[src/rtl/sorted_stream_tx.sv]
// sorted_stream_tx: captures the sorter result on R_I rise and streams it ascending over valid/ready, flagging order violations
module sorted_stream_tx #(
    parameter int max_size = 16,
    parameter int bit_size = 16
) (
    input  logic                         clk,
    input  logic                         reset,
    input  logic [bit_size-1:0]          n,
    input  logic [bit_size*max_size-1:0] dataIn,
    input  logic                         R_I,
    output logic [bit_size-1:0]          dataOut,
    output logic                         valid_out,
    input  logic                         ready_in,
    output logic                         last,
    output logic                         busy,
    output logic                         done,
    output logic                         order_err
);
    localparam int aw = max_size > 1 ? $clog2(max_size) : 1;
    typedef enum logic [1:0] {S_IDLE, S_SEND, S_DONE} state_t;
    state_t state;
    logic [bit_size-1:0] mem [max_size];
    logic [bit_size-1:0] slot [max_size];
    logic [bit_size-1:0] idx, prev, cnt, cnt_m1, nxt;
    logic R_I_d, first;
    for (genvar i = 0; i < max_size; i++) begin : g_slot
        assign slot[i] = dataIn[i*bit_size +: bit_size];
    end
    always_comb begin
        cnt = (n > bit_size'(max_size)) ? bit_size'(max_size) : n;
        cnt_m1 = cnt - bit_size'(1);
        nxt = idx - bit_size'(1);
    end
    always_ff @(posedge clk or negedge reset) begin
        if (!reset) begin
            state <= S_IDLE;
            for (int k = 0; k < max_size; k++) mem[k] <= '0;
            idx <= '0;
            prev <= '0;
            first <= 1'b0;
            R_I_d <= 1'b0;
            dataOut <= '0;
            valid_out <= 1'b0;
            last <= 1'b0;
            busy <= 1'b0;
            done <= 1'b0;
            order_err <= 1'b0;
        end else begin
            R_I_d <= R_I;
            case (state)
                S_IDLE: if (R_I && !R_I_d) begin
                    for (int k = 0; k < max_size; k++) mem[k] <= slot[k];
                    if (cnt == '0) begin
                        state <= S_DONE;
                        done <= 1'b1;
                    end else begin
                        state <= S_SEND;
                        idx <= cnt_m1;
                        first <= 1'b1;
                        order_err <= 1'b0;
                        dataOut <= slot[cnt_m1[aw-1:0]];
                        last <= (cnt_m1 == '0);
                        valid_out <= 1'b1;
                        busy <= 1'b1;
                    end
                end
                S_SEND: if (ready_in) begin
                    if (!first && dataOut < prev) order_err <= 1'b1;
                    prev <= dataOut;
                    first <= 1'b0;
                    if (idx == '0) begin
                        state <= S_DONE;
                        valid_out <= 1'b0;
                        last <= 1'b0;
                        busy <= 1'b0;
                        done <= 1'b1;
                        dataOut <= '0;
                    end else begin
                        idx <= nxt;
                        dataOut <= mem[nxt[aw-1:0]];
                        last <= (nxt == '0);
                    end
                end
                default: if (!R_I) begin
                    state <= S_IDLE;
                    done <= 1'b0;
                end
            endcase
        end
    end
endmodule

[config.mk]
export PLATFORM = sky130hd
export DESIGN_NAME = sorted_stream_tx
export DESIGN_NICKNAME = d
export VERILOG_FILES = /design/src/rtl/sorted_stream_tx.sv
export SDC_FILE = /design/constraint.sdc
export NUM_CORES = 1
export LEC_CHECK = 0
export CORE_MARGIN = 2
export CORE_UTILIZATION = 55
export CTS_CLUSTER_DIAMETER = 50
export DETAILED_ROUTE_END_ITERATION = 6
export GPL_ROUTABILITY_DRIVEN = 0
export PLACE_DENSITY_LB_ADDON = 0.2
export SLEW_MARGIN = 25
export SYNTH_ARGS = -nofsm -noshare
export SYNTH_HDL_FRONTEND = slang
export SYNTH_SLANG_ARGS = --single-unit
export TNS_END_PERCENT = 30
[constraint.sdc]
create_clock -name clk -period 8.8 [get_ports clk]
set_input_delay 1.32 -clock clk [delete_from_list [all_inputs] [get_ports clk]]
set_output_delay 1.32 -clock clk [all_outputs]
set_load 0.1 [all_outputs]
==> summary.txt, run 1 <==
Clock transition at path regs -> 0.06 ns
M1 wire length -> 19.6 mm
largest net degree at the start of global routing -> 260
full die area -> 31500 sq um
Rows -> 63
Non-Filler Instances -> 2289
Crit Path Max Fanout -> 141
mapped cell area -> 16600 sq um
Worst Clk Skew -> 0.0213 ns
hold path depth -> 2
CP Launch Type -> input pin
setup bufs post-CTS -> 0
Adder-Cell Fraction of Synth Area -> 1.51%
EDFF count, synth -> 0
compound-cell area share of the yosys netlist -> 5.37%
Vias/cell -> 6.07
ANT nets after route -> 0
Clock Latency Late Sink -> 0.53 ns
Worst R2R Path Depth -> 9
placed cell count -> 2222
Max IR drop VDD -> 0.149 mV
MaxCap Viol Count -> 0
Pleak -> 9.84 nW
Slew headroom -> 26.9%
H-tree depth -> 2
Tot GR Track Use -> 33.5%
die height -> 178 microns
DR DRC count -> 0
max layer used -> met4
worst-margin pin slew -> 1.09 ns
Final Cycle Share -> 54.1%
DRT Wirelength -> 51.1 mm
Clock Path Buffers -> 3
nets@finish -> 2169
RSZ-0062 raised after global routing -> false
Gate Count Post-Synth -> 1630
vias in the first global route -> 14.0k
Min-Delay Path Class -> reg2reg
Post-CTS Hold Buffers -> 0
Cell Pwr Density -> 303 nW/um^2
detailed placer's ending HPWL -> 35.3 mm
simple-gate share of the synthesized area -> 20.6%
Vias -> 13.9k
async set or reset register ratio after synthesis -> 100%
# IOs -> 297
starting density of the core -> 55.9%
clock buffer count from CTS -> 36
largest area contributor in the netlist -> dfrtp_1
Clock Tree Root -> clkbuf_16
syn avg cell area -> 10.2 sq um
layout cell share with drive strength beyond 1 -> 13.7%
Synth top area share -> 47.1%
core area -> 29600 sq um
Tot Pwr -> 6.38 mW
Worst setup EP type -> flip-flop
hold_ws -> 0.468 ns
Setup Viol. Count Final -> 0
fin crit period -> 4.76 ns
drt wl/cell -> 22.3 microns
first-pass GRT wire length -> 79.6 mm
Sink Count -> 312
Synth warnings -> 0
post-synthesis xor/xnor area fraction -> 0.536%
CP Class -> in2reg
First-pass DRT Iterations -> 5
Synth area leaders -> dfrtp_1 47%, mux4_2 19%, nand2_1 18%, clkbuf_1 1.8%, ha_1 1.5%
Worst Path Required -> 9.22 ns
Crit path arrival time -> 5.18 ns
Post-CTS Resized -> 0
metal2 WL -> 24.4 mm
initial antenna violation count -> 0
Max Clock Freq -> 210 MHz
outcome -> finished, final reports clean
register bit total from synthesis -> 312
Unique masters post-synth -> 58
Final Hold Vio Count -> 0
post-layout util -> 71.0%
met3 WL -> 4.24 mm
CTS tree -> done
post-synthesis mux area share -> 21.7%
Die W -> 178 microns
largest family of logic cells by synthesized area -> multiplexers
setup TNS -> 0 ns
Synth Net Count -> 1926
post-synthesis sequential area ratio -> 47.1%
ys flop type -> dfrtp_1
Max Slew Vio Count -> 0
Ant. Diodes -> 0
initial detailed-routing violation count -> 1559
grt ovf -> 0
Area Growth Syn to Fin -> 27.0%
IO Port Bufs -> 296
[logic make-up (layout without fill, tap and decap cells)]
| logic type | Yosys count | after routing |
|---|---|---|
| AND/OR/NAND/NOR | 865 | 865 |
| flip-flops | 312 | 312 |
| multiplexers | 177 | 177 |
| buffers and inverters | 128 | 397 |
| AO/OA/AOI/OAI | 120 | 120 |
| adder cells (fa/ha/maj) | 20 | 20 |
| XOR/XNOR | 8 | 8 |
[critical path: stages]
cell and delay [ns]:
clkdlybuf4s50_1 0.53, nor3b_1 0.51, nor2b_4 0.27, buf_12 0.42
buf_16 0.43, a21oi_1 0.13, or2_1 0.28, nor2_2 0.80
a22oi_1 0.17, o211ai_1 0.17
[final cells by class]
cell class,instances,area [sq um]
Fill cell,2146,8590
Multi-Input combinational cell,1190,8310
Sequential cell,312,7810
Timing Repair Buffer,311,3150
Clock buffer,49,1000
Tap cell,390,488
Clock inverter,15,206
Inverter,22,82.6
[synthesized netlist by cell type (2+ instances only)]
cell        n
a211oi_1    6
a21o_1      6
a21oi_1    19
a22oi_1    21
a22oi_2    10
a31oi_1    12
and3_1      2
buf_1       5
buf_2      14
buf_4       4
buf_6       3
clkbuf_1   80
dfrtp_1   312
ha_1       20
inv_1      22
mux2_2     17
mux2i_1    17
mux4_1      3
mux4_2    140
nand2_1   793
nand2b_1    6
nand3_1     2
nand4_1     3
nor2_1     25
nor2b_1     3
nor3_1      9
nor4_1      4
o211ai_1   16
o21a_1      2
o21ai_0     9
o22a_1      8
o31ai_1     4
or4_1       2
or4b_2      2
xnor2_1     5
xor2_1      2
[sequential cells by signal, summed over array words and instances (netlist names), 2 cells and up]
signal and flops:
idx 16, mem 256, dataOut 16, state 2, prev 16
[where the power goes]
part           switching (mW)  internal, mW
Combinational            1.34          1.18
Sequential              0.400          1.94
Clock                   0.611         0.921
[cells in the final DEF, fill, tap and decap left out, drive strengths merged, types with 4 or more instances in the layout]
master,n
a21oi,19
clkdlybuf4s50,295
nor4,6
o211ai,16
mux4,143
buf,16
o21ai,10
nor2,26
o31ai,4
ha,20
a31oi,12
a22oi,31
clkinv,7
mux2i,17
clkbuf,49
o22a,8
nor3,9
xnor2,6
a211oi,6
dfrtp,312
nand2,794
inv,24
nand2b,6
mux2,17
bufinv,4
a21o,6
[metrics by stage]
| stage | setup WS, ns | instance area [sq um] |
|---|---|---|
| floorplan | 4.92 | 16600 |
| global placement | 3.53 | 19800 |
| detailed placement | 3.61 | 19800 |
| CTS | 4.12 | 21000 |
| global route | 3.84 | 21100 |
| finish | 4.04 | 21100 |
[layer usage]
metal | global-route usage [%] | vias to the layer above
met4 | 17.0 | 0
met1 | 45.7 | 6936
met3 | 5.66 | 154
li1 | - | 6064
met5 | 0 | -
met2 | 52.2 | 735
[worst paths after layout]
kind,start,end,slack [ns]
worst min register to register,mem[107]$_DFFE_PN0P_,mem[107]$_DFFE_PN0P_,0.47
worst max register to register,state[0]$_DFFE_PN0P_,dataOut[6]$_DFFE_PN0P_,4.92
min in group asynchronous,reset,idx[13]$_DFFE_PN0P_,0.88
max in group asynchronous,reset,mem[68]$_DFFE_PN0P_,6.48
worst min-delay path,mem[107]$_DFFE_PN0P_,mem[107]$_DFFE_PN0P_,0.47
worst max-delay path,R_I,dataOut[6]$_DFFE_PN0P_,4.04
(Power assumes the default switching activity.)
==> inputs of run 2 (changes only) <==
CORE_UTILIZATION = 48   (was 55)
clock period = 4.1 ns   (was 8.8 ns; I/O delays follow)
==> run 2 against run 1 <==
Compared with the run above:
- sequential power increased by 110%
- global-route usage decreased by 3.8 points
- sequential share of layout area decreased by 0.55 points
- critical path depth decreased by 1
- via count decreased by 1.5%
- final cell count increased by 4.0%
- setup slack got worse by 3.3 ns
- count of clock-buffer cells in the layout increased by 9
- first-iteration DRC count decreased by 18%
- die area increased by 14%
- clock power increased by 120%
- register-to-register slack got worse by 4.2 ns
- largest power group unchanged
==> summary.txt, run 2 (synthesized netlist as in run 1, its figures left out) <==
Clock Latency Late Sink -> 0.52 ns (about the same)
drt wl/cell -> 21.9 microns (-1.9%)
Area Growth Syn to Fin -> 28.9%
outcome -> finished, final reports clean
die height -> 190 microns (+6.9%)
Clock Path Buffers -> 3 (unchanged)
Worst Path Required -> 4.47 ns (-4.75 ns)
Psw -> 5.07 mW (+120%)
layout cell share with drive strength beyond 1 -> 14.6% (+0.86 points)
detailed placer's ending HPWL -> 38.3 mm (+8.5%)
grt ovf -> 0 (unchanged)
hold worst-path end -> mem[66]$_DFFE_PN0P_
hold path start -> mem[66]$_DFFE_PN0P_
Crit Path Max Fanout -> 27 (-81%)
hold path depth -> 2 (unchanged)
Sw Ratio -> 36.8% (+0.058 points)
starting density of the core -> 48.4% (-7.6 points)
CP Launch Type -> flip-flop
CP Class -> reg2reg
Crit path arrival time -> 3.76 ns (-1.42 ns)
Worst R2R Path Depth -> 9 (unchanged)
Worst setup EP type -> flip-flop
Die W -> 190 microns (+6.9%)
max reg flops -> 256 (unchanged)
# IOs -> 297 (unchanged)
Sink Count -> 312 (unchanged)
initial detailed-routing violation count -> 1276 (-18%)
nets@finish -> 2194 (+1.2%)
initial antenna violation count -> 0 (unchanged)
IO Port Bufs -> 296 (unchanged)
commonest non-fill, non-tap cell in the layout -> nand2_1
Post-CTS Resized -> 0 (unchanged)
Vias -> 13.7k (-1.5%)
terminus of the critical flop-to-flop path -> idx[0]$_DFFE_PN0P_
Cell Pwr Density -> 644 nW/um^2 (+110%)
r2r setup slk -> 0.71 ns (-4.21 ns)
Post-Place Worst Slack -> 0.303 ns (-3.31 ns)
Clock Tree Root -> clkbuf_16
First-pass DRT Iterations -> 5 (unchanged)
reg2reg start -> idx[0]$_DFFE_PN0P_
core area -> 34300 sq um (+16%)
Top reg by flops -> mem
Rows -> 68 (+7.9%)
RSZ-0062 raised after global routing -> false
Tot GR Track Use -> 29.6% (-3.8 points)
Worst Clk Skew -> 0.0174 ns (-0.00394 ns)
H-tree depth -> 2 (unchanged)
Non-Filler Cell Area, Final -> 21400 sq um (+1.5%)
DRT Wirelength -> 52.2 mm (+2.0%)
largest net degree at the start of global routing -> 130 (-50%)
Max Slew Vio Count -> 0 (unchanged)
Gate power share -> 40.2% (+0.8 points)
final worst slack -> 0.714 ns (-3.32 ns)
Seq pwr share -> 35.7% (-0.9 points)
CTS tree -> done
MaxCap Viol Count -> 0 (unchanged)
DR DRC count -> 0 (unchanged)
fill cell count -> 2696 (+26%)
Min-Delay Path Class -> reg2reg
most frequent cells in the layout -> 793 x nand2_1, 311 x dfrtp_1, 295 x clkdlybuf4s50_1
fin crit period -> 3.39 ns
hold_ws -> 0.470 ns (+0.00137 ns)
placed cell count -> 2310 (+4.0%)
post-layout util -> 62.3% (-8.7 points)
ANT nets after route -> 0 (unchanged)
worst-margin pin slew -> 1.08 ns (-0.0174 ns)
Setup Viol. Count Final -> 0 (unchanged)
Pleak -> 9.97 nW (+1.3%)
first-pass GRT wire length -> 80.7 mm (+1.4%)
Final Cycle Share -> 82.6%
Clock transition at path regs -> 0.06 ns (about the same)
setup TNS -> 0 ns (unchanged)
Max Clock Freq -> 295 MHz
clock buffer count from CTS -> 39 (+8.3%)
P_int -> 8.69 mW (+120%)
Slew headroom -> 28.1% (+1.2 points)
Non-Filler Instances -> 2380 (+4.0%)
Max IR drop VDD -> 0.695 mV (+370%)
clock share of power -> 24.2% (+0.2 points)
full die area -> 36000 sq um (+14%)
Tot Pwr -> 13.8 mW (+120%)
vias in the first global route -> 13.8k (-1.2%)
Vias/cell -> 5.75 (-5.3%)
DP Area -> 20100 sq um (+1.6%)
Final Hold Vio Count -> 0 (unchanged)
## run 2: cell type report
type	count	area, sq um	share of cell area [%]
Timing Repair Buffer	333	3380	15.8
Inverter	22	82.6	0.386
Tap cell	455	569	2.66
Sequential cell	312	7810	36.6
Antenna cell	1	2.50	0.0117
Clock buffer	58	1160	5.43
Clock inverter	9	81.3	0.381
Multi-Input combinational cell	1190	8280	38.8
## run 2: power groups by stage
stage | logic, mW | registers, mW | clock network, mW
final | 5.53 | 4.91 | 3.33
after global routing | 5.91 | 5.04 | 3.49
after CTS | 5.52 | 4.89 | 3.35
after detailed placement | 5.49 | 4.93 | 0
after global placement | 5.40 | 4.88 | 0
after floorplan | 3.30 | 5.17 | 0
## run 2: worst max-delay path, stage by stage, from the launching register on
cell and delay, ns:
dfrtp_4 0.60, inv_1 0.10, ha_2 0.20, or3b_4 0.41, or4_4 0.48, nor4_4 0.38
a211o_1 0.74, nor3_1 0.09, a21oi_1 0.15, o31ai_1 0.09
## run 2: timing repair
| item | 4_1_cts | 5_1_grt |
|---|---|---|
| endpoints found under the hold margin | 0 | 22 |
| hold buffers | 0 | 1 |
| buffers inserted | 0 | 0 |
## run 2: how the worst max path moves through the flow
stage                                  start                       to  slack, ns  cells past startpoint
after floorplan           idx[0]$_DFFE_PN0P_  dataOut[10]$_DFFE_PN0P_       0.89                     11
final                     idx[0]$_DFFE_PN0P_       idx[0]$_DFFE_PN0P_       0.71                      9
after global routing      idx[0]$_DFFE_PN0P_       idx[0]$_DFFE_PN0P_       0.53                      9
after global placement                  n[0]  dataOut[10]$_DFFE_PN0P_       0.31                      9
after CTS                 idx[0]$_DFFE_PN0P_       idx[0]$_DFFE_PN0P_       0.73                      9
after detailed placement                n[0]  dataOut[10]$_DFFE_PN0P_       0.30                      9
## run 2: routing by layer
layer	global-route usage [%]	wire length, microns	up-vias
met2	48.0	24900	678
met5	0	0	-
met4	12.6	2410	0
met3	5.85	4490	119
met1	39.3	20300	6772
li1	-	-	6109
==> inputs of run 3 (changes only) <==
CORE_UTILIZATION = 54   (was 48)
clock period = 3.4 ns   (was 4.1 ns; I/O delays follow)
==> run 3 against run 2 <==
Compared with the run above:
- largest power group unchanged
- utilization is 7.9 points higher
- worst hold slack worse by 0.46 ns
- sequential share of layout area about the same
- non-clock buffer count up 12
- routed wire length is 1.1% lower
- final cell count decreased by 2.2%
- combinational power up 22%
- critical path depth unchanged
- highest routed layer is now met5
==> summary.txt, run 3 (synthesized netlist as in run 1, its figures left out) <==
Clock Latency Late Sink -> 0.52 ns (about the same)
IO Port Bufs -> 296 (unchanged)
first-pass GRT wire length -> 79.0 mm (-2.1%)
CTS tree -> done
worst-margin pin slew -> 0.974 ns (-0.101 ns)
DRT Wirelength -> 51.6 mm (-1.1%)
Post-Place Worst Slack -> -0.131 ns (-0.434 ns)
Clock Path Buffers -> 3 (unchanged)
clock buffer count from CTS -> 37 (-5.1%)
Min-Delay Path Class -> in2async
detailed placer's ending HPWL -> 37.0 mm (-3.4%)
starting density of the core -> 54.5% (+6.1 points)
Rows -> 64 (-5.9%)
hold_ws -> 0.00529 ns (-0.464 ns)
Worst path slowest cell -> nor3_4
Cell Pwr Density -> 773 nW/um^2 (+20%)
Setup Viol. Count Final -> 0 (unchanged)
post-layout util -> 70.3% (+7.9 points)
Sink Count -> 312 (unchanged)
# IOs -> 297 (unchanged)
Crit Path Max Fanout -> 15 (-44%)
Max Clock Freq -> 325 MHz
Vias/cell -> 5.96 (+3.7%)
First-pass DRT Iterations -> 6 (+1)
Worst Path Required -> 3.82 ns (-0.65 ns)
DR DRC count -> 0 (unchanged)
core area -> 30400 sq um (-11%)
Final Hold Vio Count -> 0 (unchanged)
most frequent cells in the layout -> 793 x nand2_1, 311 x dfrtp_1, 283 x clkdlybuf4s50_1
full die area -> 32100 sq um (-11%)
nets@finish -> 2204 (+0.46%)
CP Class -> in2reg
RSZ-0062 raised after global routing -> false
initial antenna violation count -> 1 (+1)
ANT nets after route -> 0 (unchanged)
Ant. Diodes -> 0 (-1)
Pleak -> 10.0 nW (+0.66%)
commonest non-fill, non-tap cell in the layout -> nand2_1
grt ovf -> 0 (unchanged)
CP Launch Type -> input pin
max reg flops -> 256 (unchanged)
Area Growth Syn to Fin -> 28.9% (about the same)
placed cell count -> 2265 (-1.9%)
Crit path arrival time -> 3.50 ns (-0.26 ns)
Non-Filler Instances -> 2327 (-2.2%)
Vias -> 13.9k (+1.4%)
Clock transition at path regs -> 0.06 ns (about the same)
MaxCap Viol Count -> 0 (unchanged)
Tot GR Track Use -> 33.1% (+3.4 points)
fin crit period -> 3.07 ns
Post-CTS Hold Buffers -> 0 (unchanged)
CP Cell Sequence -> clkdlybuf4s50_1, or4b_2, nor3_1, inv_1, ha_1, xor2_1, nor3_4, a22oi_1, o211ai_1
r2r setup slk -> 0.45 ns (-0.26 ns)
largest net degree at the start of global routing -> 197 (+52%)
Top reg by flops -> mem
outcome -> finished, final reports clean
number of buffers and inverters on the critical path -> 2 (+1)
Max IR drop VDD -> 0.688 mV (-0.95%)
layout cell share with drive strength beyond 1 -> 15.9% (+1.3 points)
fill cell count -> 2260 (-16%)
vias in the first global route -> 14.1k (+2.0%)
family with the most delay on the worst path -> simple AND/OR/NAND/NOR gates
final worst slack -> 0.327 ns (-0.387 ns)
Final Cycle Share -> 90.4%
Die W -> 179 microns (-5.6%)
Slew headroom -> 34.9% (+6.8 points)
crit-path max cell delay -> 0.72 ns (-0.02 ns)
initial detailed-routing violation count -> 1540 (+21%)
setup TNS -> 0 ns (unchanged)
Max Slew Vio Count -> 0 (unchanged)
drt wl/cell -> 22.2 microns (+1.2%)
Clock Tree Root -> clkbuf_16
setup bufs post-CTS -> 0 (unchanged)
die height -> 179 microns (-5.6%)
Worst Clk Skew -> 0.00882 ns (-0.00854 ns)
Post-CTS Resized -> 0 (unchanged)
Worst setup EP type -> flip-flop
H-tree depth -> 2 (unchanged)
-- run 3: cell types whose count changed in the layout (fill, tap and decap cells not counted), moves of 3 or more --
cell,delta
clkbuf_16,-4
clkinv_4,+3
clkbuf_1,-4
clkdlybuf4s50_1,-12
buf_4,+20
buf_12,+6
clkinv_2,-3
-- run 3: worst register-to-register path, delay by kind of cell, from the launching register on --
kind | cells | cell delay, ns
AOI/OAI and AO/OA | 3 | 0.49
DFF | 1 | 0.50
buffers and inverters | 2 | 0.27
and+or+nand+nor | 4 | 1.42
adders and majority gates | 1 | 0.15
-- run 3: through the flow --
| step | instance area, sq um | power, mW |
|---|---|---|
| after floorplan | 16600 | 10.2 |
| after global placement | 20200 | 12.4 |
| after detailed placement | 20200 | 12.6 |
| after CTS | 21400 | 16.5 |
| after global routing | 21400 | 17.3 |
| final | 21400 | 16.5 |
-- run 3: power breakdown --
part	internal (mW)	leakage [nW]	switching, mW	total [mW]
clock	2.28	0.569	1.58	3.86
combinational	3.12	5.57	3.62	6.74
sequential	5.02	3.90	0.906	5.92
-- run 3: cell type report --
cell class                 instances  area [sq um]  share of cell area (%)
clock buffer                      52          1070                    5.02
clock inverter                    10           104                   0.486
inverter                          22          82.6                   0.386
multi-input combinational       1190          8320                    38.9
sequential                       312          7810                    36.5
tap                              396           495                    2.32
timing repair buffer             345          3490                    16.3
-- run 3: final timing paths --
path	start	to	depth (start not counted)
max in group asynchronous	reset	mem[76]$_DFFE_PN0P_	2
setup reg to reg	idx[0]$_DFFE_PN0P_	dataOut[7]$_DFFE_PN0P_	10
hold / removal	reset	idx[11]$_DFFE_PN0P_	1
hold reg to reg	mem[105]$_DFFE_PN0P_	mem[105]$_DFFE_PN0P_	2
setup / recovery	n[7]	dataOut[7]$_DFFE_PN0P_	9
min in group clk	mem[105]$_DFFE_PN0P_	mem[105]$_DFFE_PN0P_	2
-- run 3: per-layer routing --
| layer | global-route usage, % | wire (microns) | vias to the layer above |
|---|---|---|---|
| met5 | 0 | 13 | - |
| met4 | 14.2 | 2440 | 2 |
| met3 | 7.32 | 4360 | 140 |
| met2 | 54.6 | 25500 | 709 |
| met1 | 42.4 | 19200 | 6884 |
| li1 | - | - | 6128 |
